<file path="config.mk">
export PLATFORM = sky130hd
export DESIGN_NAME = brick_grid_controller
export DESIGN_NICKNAME = d
export VERILOG_FILES = /design/src/rtl/brick_grid_controller.sv
export SDC_FILE = /design/constraint.sdc
export NUM_CORES = 2
export LEC_CHECK = 0
export CAP_MARGIN = 20
export CORE_MARGIN = 2
export CORE_UTILIZATION = 35
export DETAILED_ROUTE_END_ITERATION = 10
export DONT_BUFFER_PORTS = 1
export PLACE_DENSITY = 0.5
export SLEW_MARGIN = 20
export SYNTH_ARGS = -nofsm -noshare
export SYNTH_HDL_FRONTEND = slang
export SYNTH_SLANG_ARGS = --single-unit
</file>
<file path="constraint.sdc">
create_clock -name clk -period 3.95 [get_ports clk]
set_input_delay 0.79 -clock clk [delete_from_list [all_inputs] [get_ports clk]]
set_output_delay 0.79 -clock clk [all_outputs]
set_load 0.02 [all_outputs]
</file>
<file path="src/rtl/brick_grid_controller.sv">
// brick_grid_controller: destructible-wall map with pixel decode, bullet-hit FSM and level restart.
// Optional STRONG_DOWNGRADE_EN: a strong brick's final hit leaves a plain brick instead of empty.
module brick_grid_controller #(
    parameter int COLS        = 20,
    parameter int ROWS        = 15,
    parameter int GRID_X0     = 0,
    parameter int GRID_Y0     = 0,
    parameter int STRONG_HITS = 3,
    parameter logic [2*COLS*ROWS-1:0] INIT_MAP = '0
) (
    input  logic        clk,
    input  logic        resetN,
    input  logic [10:0] pixelX,
    input  logic [10:0] pixelY,
    output logic        brickInside,
    output logic        strongInside,
    output logic [10:0] offsetX,
    output logic [10:0] offsetY,
    input  logic        hit_req,
    input  logic [4:0]  hit_col,
    input  logic [3:0]  hit_row,
    output logic        hit_ack,
    output logic [1:0]  hit_result,
    input  logic        restart,
    output logic        busy
);
    localparam int N  = COLS * ROWS;
    localparam int IW = $clog2(N);

    typedef enum logic [2:0] {IDLE, LOOKUP, UPDATE, ACK, WAIT_REL, CLEAR} state_t;

    state_t          state_q;
    logic [1:0]      type_q [N];
    logic [1:0]      cnt_q  [N];
    logic [4:0]      col_q;
    logic [3:0]      row_q;
    logic [1:0]      ttype_q, tcnt_q, res_q;
    logic [IW-1:0]   tidx_q, clr_q;
    logic            pend_q, ack_q, busy_q;
    logic            brick_q, strong_q;
    logic [10:0]     ox_q, oy_q;

    logic [10:0]     dx, dy;
    logic            pix_in, hit_ok;
    logic [IW-1:0]   pix_idx, hit_idx;
    logic [1:0]      pix_type;

    always_comb begin
        dx       = pixelX - 11'(GRID_X0);
        dy       = pixelY - 11'(GRID_Y0);
        pix_in   = int'(pixelX) >= GRID_X0 && int'(dx) < 32 * COLS &&
                   int'(pixelY) >= GRID_Y0 && int'(dy) < 32 * ROWS;
        pix_idx  = IW'(int'(dy[10:5]) * COLS + int'(dx[10:5]));
        pix_type = pix_in ? type_q[pix_idx] : 2'd0;
        hit_ok   = int'(col_q) < COLS && int'(row_q) < ROWS;
        hit_idx  = IW'(int'(row_q) * COLS + int'(col_q));
    end

    always_ff @(posedge clk or negedge resetN) begin
        if (!resetN) begin
            brick_q  <= 1'b0;
            strong_q <= 1'b0;
            ox_q     <= '0;
            oy_q     <= '0;
        end else begin
            brick_q  <= pix_type == 2'd1;
            strong_q <= pix_type == 2'd2;
            ox_q     <= pix_in ? {6'b0, dx[4:0]} : 11'd0;
            oy_q     <= pix_in ? {6'b0, dy[4:0]} : 11'd0;
        end
    end

    always_ff @(posedge clk or negedge resetN) begin
        if (!resetN) begin
            state_q <= IDLE;
            col_q   <= '0;
            row_q   <= '0;
            ttype_q <= '0;
            tcnt_q  <= '0;
            tidx_q  <= '0;
            clr_q   <= '0;
            res_q   <= '0;
            pend_q  <= 1'b0;
            ack_q   <= 1'b0;
            busy_q  <= 1'b0;
            for (int i = 0; i < N; i++) begin
                type_q[i] <= INIT_MAP[2*i +: 2];
                cnt_q[i]  <= '0;
            end
        end else begin
            ack_q <= 1'b0;
            // A restart arriving mid-hit is remembered and serviced once the hit retires
            if (restart && state_q != IDLE && state_q != CLEAR)
                pend_q <= 1'b1;
            case (state_q)
                IDLE: begin
                    if (restart || pend_q) begin
                        state_q <= CLEAR;
                        pend_q  <= 1'b0;
                        clr_q   <= '0;
                        busy_q  <= 1'b1;
                    end else if (hit_req) begin
                        col_q   <= hit_col;
                        row_q   <= hit_row;
                        state_q <= LOOKUP;
                    end
                end
                LOOKUP: begin
                    ttype_q <= hit_ok ? type_q[hit_idx] : 2'd0;
                    tcnt_q  <= hit_ok ? cnt_q[hit_idx] : 2'd0;
                    tidx_q  <= hit_idx;
                    state_q <= UPDATE;
                end
                UPDATE: begin
                    state_q <= ACK;
                    if (ttype_q == 2'd1) begin
                        type_q[tidx_q] <= 2'd0;
                        res_q          <= 2'd2;
                    end else if (ttype_q == 2'd2 && int'(tcnt_q) < STRONG_HITS - 1) begin
                        cnt_q[tidx_q]  <= tcnt_q + 2'd1;
                        res_q          <= 2'd1;
                    end else if (ttype_q == 2'd2) begin
                        cnt_q[tidx_q]  <= 2'd0;
`ifdef STRONG_DOWNGRADE_EN
                        type_q[tidx_q] <= 2'd1;
                        res_q          <= 2'd3;
`else
                        type_q[tidx_q] <= 2'd0;
                        res_q          <= 2'd2;
`endif
                    end else begin
                        res_q          <= 2'd0;
                    end
                end
                ACK: begin
                    ack_q   <= 1'b1;
                    state_q <= WAIT_REL;
                end
                WAIT_REL: state_q <= hit_req ? WAIT_REL : IDLE;
                CLEAR: begin
                    type_q[clr_q] <= INIT_MAP[2*clr_q +: 2];
                    cnt_q[clr_q]  <= 2'd0;
                    clr_q         <= clr_q + 1'b1;
                    if (clr_q == IW'(N - 1)) begin
                        state_q <= IDLE;
                        busy_q  <= 1'b0;
                    end
                end
                default: state_q <= IDLE;
            endcase
        end
    end

    assign brickInside  = brick_q;
    assign strongInside = strong_q;
    assign offsetX      = ox_q;
    assign offsetY      = oy_q;
    assign hit_ack      = ack_q;
    assign hit_result   = res_q;
    assign busy         = busy_q;
endmodule
</file>
---- Word-level counts from Yosys, hierarchy flattened ----
Index checks and enable logic that the tools add are counted.
cells by class
  add/subtract/negate cells ............... 4
  $mul .................................... 2
  div/mod/pow operators ................... 0
  magnitude comparators ................... 11
  equality and inequality tests ........... 18
  shift operators ......................... 1
  multiplexer cells ....................... 45
  bitwise gates (word level) .............. 10
  reductions and logical operators ........ 18
operators by type and width
  operator                                                      number
  two-way mux 600 bit                                           6
  one-hot mux 600 bit (2 select lines)                          2
  bitwise AND 600 bit                                           3
  bitwise mux 600 bit                                           2
  inverter 600 bit                                              2
  variable part select 600 x 11 -> 2 bit, first input constant  1
  binary-select mux 2 bit (select 9 bit)                        3
  >= comparator 10 bit, second input constant                   4
  inverter 9 -> 10 bit                                          4
  demux 2 bit (select 9 bit)                                    2
  two-way mux 2 bit                                             14
  less-than comparator 10 x 1 -> 1 bit, second input constant   2
  one-hot mux 3 bit (6 select lines)                            1
  one-hot mux 9 bit (2 select lines)                            1
  inequality test 3 bit, second input constant                  5
  two-way mux 3 bit                                             4
  AND reduction 3 bit                                           4
  less-than comparator 11 x 10 -> 1 bit, second input constant  1
  less-than comparator 11 x 9 -> 1 bit, second input constant   1
  two-way mux 5 bit                                             2
  adder 9 x 1 -> 9 bit, second input constant                   1
  adder 9 x 5 -> 9 bit                                          1
  adder 9 x 6 -> 9 bit                                          1
  == test 9 bit, second input constant                          1
  22 further kinds                                              41
word-level totals
  bits in registers ....................... 1,251
  bits in latches ......................... 0
  memory bits (writable) .................. 0
  memory bits (read-only) ................. 0
  input port bits ......................... 35
  word-level logic and storage cells ...... 724
  memories ................................ 0

---- Depth between registers and ports, before layout ----
  depth in word-level cells ............... 11
  depth in mapped cells ................... 14
  gate-level depth less buffers ........... 11

---- Worst setup path after synthesis ----
No wires, ideal clock.
  path type ............................... input -> register
  start point ............................. input pixelX[7]
  end point ............................... register strong_q, in the netlist strongInside
  data arrival time ....................... 3.398 ns
  data required time ...................... 3.884 ns
  slack ................................... 0.486 ns
  stages on the path ...................... 11
  path buffers ............................ 4
  cell sequence ........................... ha_1 inv_1 fa_1 clkbuf_1 buf_2 buf_2 buf_2 mux4_2 a211o_1 a311oi_1 and2_1
on the way
  cells in the longest elaborated chain, start to end .. 7
  elaborated cells on any way between the ends .. 9
  classes of those cells .................. add/sub (1); order compare (1); eq/ne (1); mux (4); bitwise (1); reduce/logical (1)
RTL lines
  element                                               RTL line  source
  start: declaration                                    13        input logic [10:0] pixelX,
  adder 9 x 6 -> 9 bit                                  53        pix_idx = IW'(int'(dy[10:5]) * COLS + int'(dx[10:5]));
  inverter 9 -> 10 bit (not written as such)            54        pix_type = pix_in ? type_q[pix_idx] : 2'd0;
  binary-select mux 2 bit (select 9 bit)                54
  two-way mux 2 bit (not written as such) (2 in a row)  54
  two-way mux 2 bit (*)                                 54
  == test 2 bit (*)                                     67        strong_q <= pix_type == 2'd2;
  end signal: assignment                                62        strong_q <= 1'b0;
  end signal: assignment                                67
  end: declaration                                      40        logic brick_q, strong_q;
Mark *: on every way between the ends. The rest lies on a longest branch, timed or not. The select of a mux whose other input is x is not followed.
A chain may end at the register's enable or synchronous reset.

---- Worst setup path after layout ----
  start point ............................. register row_q[1]
  end point ............................... register ttype_q[0]
on the way
  cells in the longest elaborated chain, start to end .. 7
  elaborated cells on any way between the ends .. 9
  classes of those cells .................. add/sub (1); mul (1); order compare (1); mux (4); bitwise (1); reduce/logical (1)
RTL lines
  element                                               RTL line  source
  start: declaration                                    36        logic [3:0] row_q;
  start signal: assignment                              104       row_q <= hit_row;
  multiplier 4 x 3 -> 7 bit                             56        hit_idx = IW'(int'(row_q) * COLS + int'(col_q));
  adder 9 x 5 -> 9 bit                                  56
  inverter 9 -> 10 bit (not written as such)            109       ttype_q <= hit_ok ? type_q[hit_idx] : 2'd0;
  binary-select mux 2 bit (select 9 bit)                109
  two-way mux 2 bit (not written as such) (2 in a row)  109
  two-way mux 2 bit (*)                                 109
  end signal: assignment                                109
  end: declaration                                      37        logic [1:0] ttype_q, tcnt_q, res_q;
Marked as above.

==> metrics.txt <==
Slew Limit Fails 0; Post-CTS Setup Inserts 0; top cells by count, synth dfrtp_1 (1,251), nand2_1 (669), and2_1 (545); layout cells sized above 1 between 20% and 30%; simple-gate share of the synthesized area 13.1%; Compound-Gate Fraction of Synth Area 13.9%; worst path required time 4630 ps; drt pass-1 iters 7; Cell Area, Synth around 64,000 sq um; GR Overflow Total 0; Distinct cells, synth 75; filler cell count approximately 17,000; post-synthesis xor/xnor area fraction less than 1%; Cell Chain, Critical Path ha_1 > ha_1 > fa_1 > o211ai_1 > nor2_1 > xor2_1 > buf_4 > nand2_1 > a2111oi_0 > buf_4 > o41ai_1; Synth area leaders dfrtp_1 (49%), mux4_2 (17%), and2_1 (5.4%); Worst Setup End Kind flip-flop; clk slew on worst S/H paths roughly 60 ps; fmax around 0.28 GHz; Total GRT Usage between 20 and 30%; Port-buffer cells 0; Seq cells post-synth roughly 1,300; async set or reset register ratio after synthesis between 90% and 100%; DR vias/cell roughly 6.4; CTS Buf Count 147; clk sink count roughly 1,300; predominant post-synthesis flop cell dfrtp_1; Data arrival, critical path 4310 ps; worst reg2reg startpoint row_q[1]$_DFFE_PN0P_; Max-slew headroom between 20 and 25%; Final Hold Vio Count 0; Hold Startpoint pixelX[3]; CTS resizes 0; placed cell areas 68,000 sq um; top-area cell type share of the netlist area between 40% and 50%; Hold Path Class in -> reg; routed vias 49,300; Die Area approximately 190,000 sq um; Startpoint Class flip-flop; initial core utilization 35.2%; Crit Path Category reg -> reg; initial antenna violation count 14; number of synthesized flops with an enable pin 0; Placement Rows about 160; multiplexer area fraction after synthesis roughly a fifth; Crit-path slowest cell fa_1; DRT antenna net count 0; Die X 431 microns; H-tree levels 4; Synth Warn # 0; DIE HEIGHT 431 microns; Worst VDD drop approximately 470 uV; largest net degree at the start of global routing ~180; cell taking the most area after synthesis dfrtp_1; Setup TNS 0 ps; Max Buffers Root-to-Sink 3; vias in the first global route between 40,000 and 50,000; Layout Utilization 40.4%; outcome finished, final reports clean; LEAKAGE roughly 31 nW; pwr/cell area roughly 380 nW/um^2; nets ~5,300; routability cong. between 0.9 and 1; IO Count 63; max_cap viols 0; root buf cell clkbuf_16; unrepaired setup endpoints after global routing no; slowest stage delay, CP about 640 ps; Routed WL ~270,000 microns; DP HPWL ~180,000 microns; min cycle time layout around 3600 ps; Syn Inst Count roughly 5,200; most common cell in the netlist dfrtp_1; Finish-stage setup viols 0; Setup crit start row_q[1]$_DFFE_PN0P_; flop-to-flop setup slack 320 ps; WL/cell around 36 microns; Tcrit/Tclk final between 90 and 100%; post-route design area roughly 73,000 sq um; Adder-Cell Fraction of Synth Area less than 1%; CP Max Fanout 10; DRT iter0 DRCs 6,231; Residual DRC 0; area grow syn2layout 14.8%; worst skew pair latency ~800 ps; post-synthesis sequential area ratio approximately half; global-route wire length before repair ~390,000 microns; Max Clock Skew between 20 and 30 ps; CTS tree done; Worst Tran Pin Value 1130 ps; Post-Syn Area per Cell 12.2 sq um; main combinational cell family by area after synthesis multiplexers; core area 181,000 sq um
-- sequential cells by signal, summed over array words and instances (netlist names), 2 cells and up --
signal      count
type_q        600
state_q         3
row_q           4
offsetY         5
col_q           5
hit_result      2
clr_q           9
tcnt_q          2
cnt_q         600
ttype_q         2
offsetX         5
tidx_q          9
-- area by class of cell --
| type | instances | area [sq um] | share of cell area [%] |
|---|---|---|---|
| flip-flops and latches | 1251 | 31300 | 42.8 |
| multi-input cells | 3475 | 30500 | 41.7 |
| clock buffers | 213 | 4350 | 5.96 |
| repair buffers | 325 | 3250 | 4.45 |
| well taps | 2370 | 2970 | 4.06 |
| clock inverters | 52 | 618 | 0.846 |
| inverters | 15 | 56.3 | 0.0770 |
| diodes | 9 | 22.5 | 0.0308 |
-- report_power, final --
group          internal (W)  total (W)  switching [W]
clock network       0.00833     0.0142        0.00585
logic              0.000345    0.00100       0.000654
registers            0.0128     0.0128     0.00000787
total                0.0215     0.0280        0.00651
-- stage by stage --
stage	hold slack, ps	worst slack (ps)	total power (W)	instances
floorplan	443	486	0.0136	5210
global placement	464	-20.8	0.0140	7427
detailed placement	473	-27.9	0.0140	7430
CTS	1.68	33.5	0.0282	7699
global route	86.3	111	0.0288	7702
finish	103	319	0.0280	7710
-- critical path: cells and delay by family, from the launching register on --
kind	cells	cell delay [ps]
compound gates	3	650
xor+xnor	1	190
fa+ha+maj	3	1180
buf+inv	2	410
flops	1	450
simple gates	2	610
-- layer usage --
layer / vias up / wire [microns] / global-route usage, %
met3: 666 / 24500 / 7.23
met2: 2637 / 122000 / 44.1
li1: 19700 / - / -
met1: 26200 / 111000 / 39.0
met4: 20 / 18100 / 16.7
met5: - / 126 / 0
-- kinds of logic after synthesis --
kind of cell               after synthesis
DFF                                   1251
other                                    1
and+or+nand+nor                       1660
AOI/OAI and AO/OA                     1141
xor gates and xnor gates                20
adders and majority gates               30
muxes                                  612
buffers and inverters                  484
-- cells in the final DEF, fill, tap and decap left out, types with 11 or more instances in the layout --
cell type / instances
nor3_2: 11
a21oi_1: 67
clkbuf_8: 32
nor4_1: 11
mux2i_1: 106
o211ai_1: 11
nor2b_1: 144
o21ai_0: 104
nor2_1: 104
buf_16: 12
buf_4: 266
and2_1: 545
ha_1: 24
dfrtp_1: 1249
mux4_1: 11
inv_1: 15
conb_1: 12
nand3_1: 39
clkbuf_1: 29
clkbuf_16: 153
a32o_1: 262
nor3_1: 39
a22oi_1: 25
clkinv_2: 22
o22ai_1: 302
buf_12: 44
nand2_1: 668
a22o_1: 309
nand4_1: 12
nand2b_1: 14
mux4_2: 479
mux2_2: 16
-- timing repair --
item	4_1_cts	5_1_grt
hold endpoints to repair	144	3
hold buffers	4	1
setup endpoints to repair	0	180
-- worst paths after layout --
| path | endpoint | depth (start not counted) |
|---|---|---|
| min | offsetX[3]$_DFF_PN0_ | 1 |
| max reg2reg | ttype_q[0]$_DFFE_PN0P_ | 11 |
| min in group asynchronous | type_q[40]$_DFFE_PN0P_ | 2 |
| max in group asynchronous | cnt_q[178]$_DFFE_PN0P_ | 6 |
| min reg2reg | cnt_q[364]$_DFFE_PN0P_ | 1 |
| max | ttype_q[0]$_DFFE_PN0P_ | 11 |
Power figures use the tool's default switching activity.
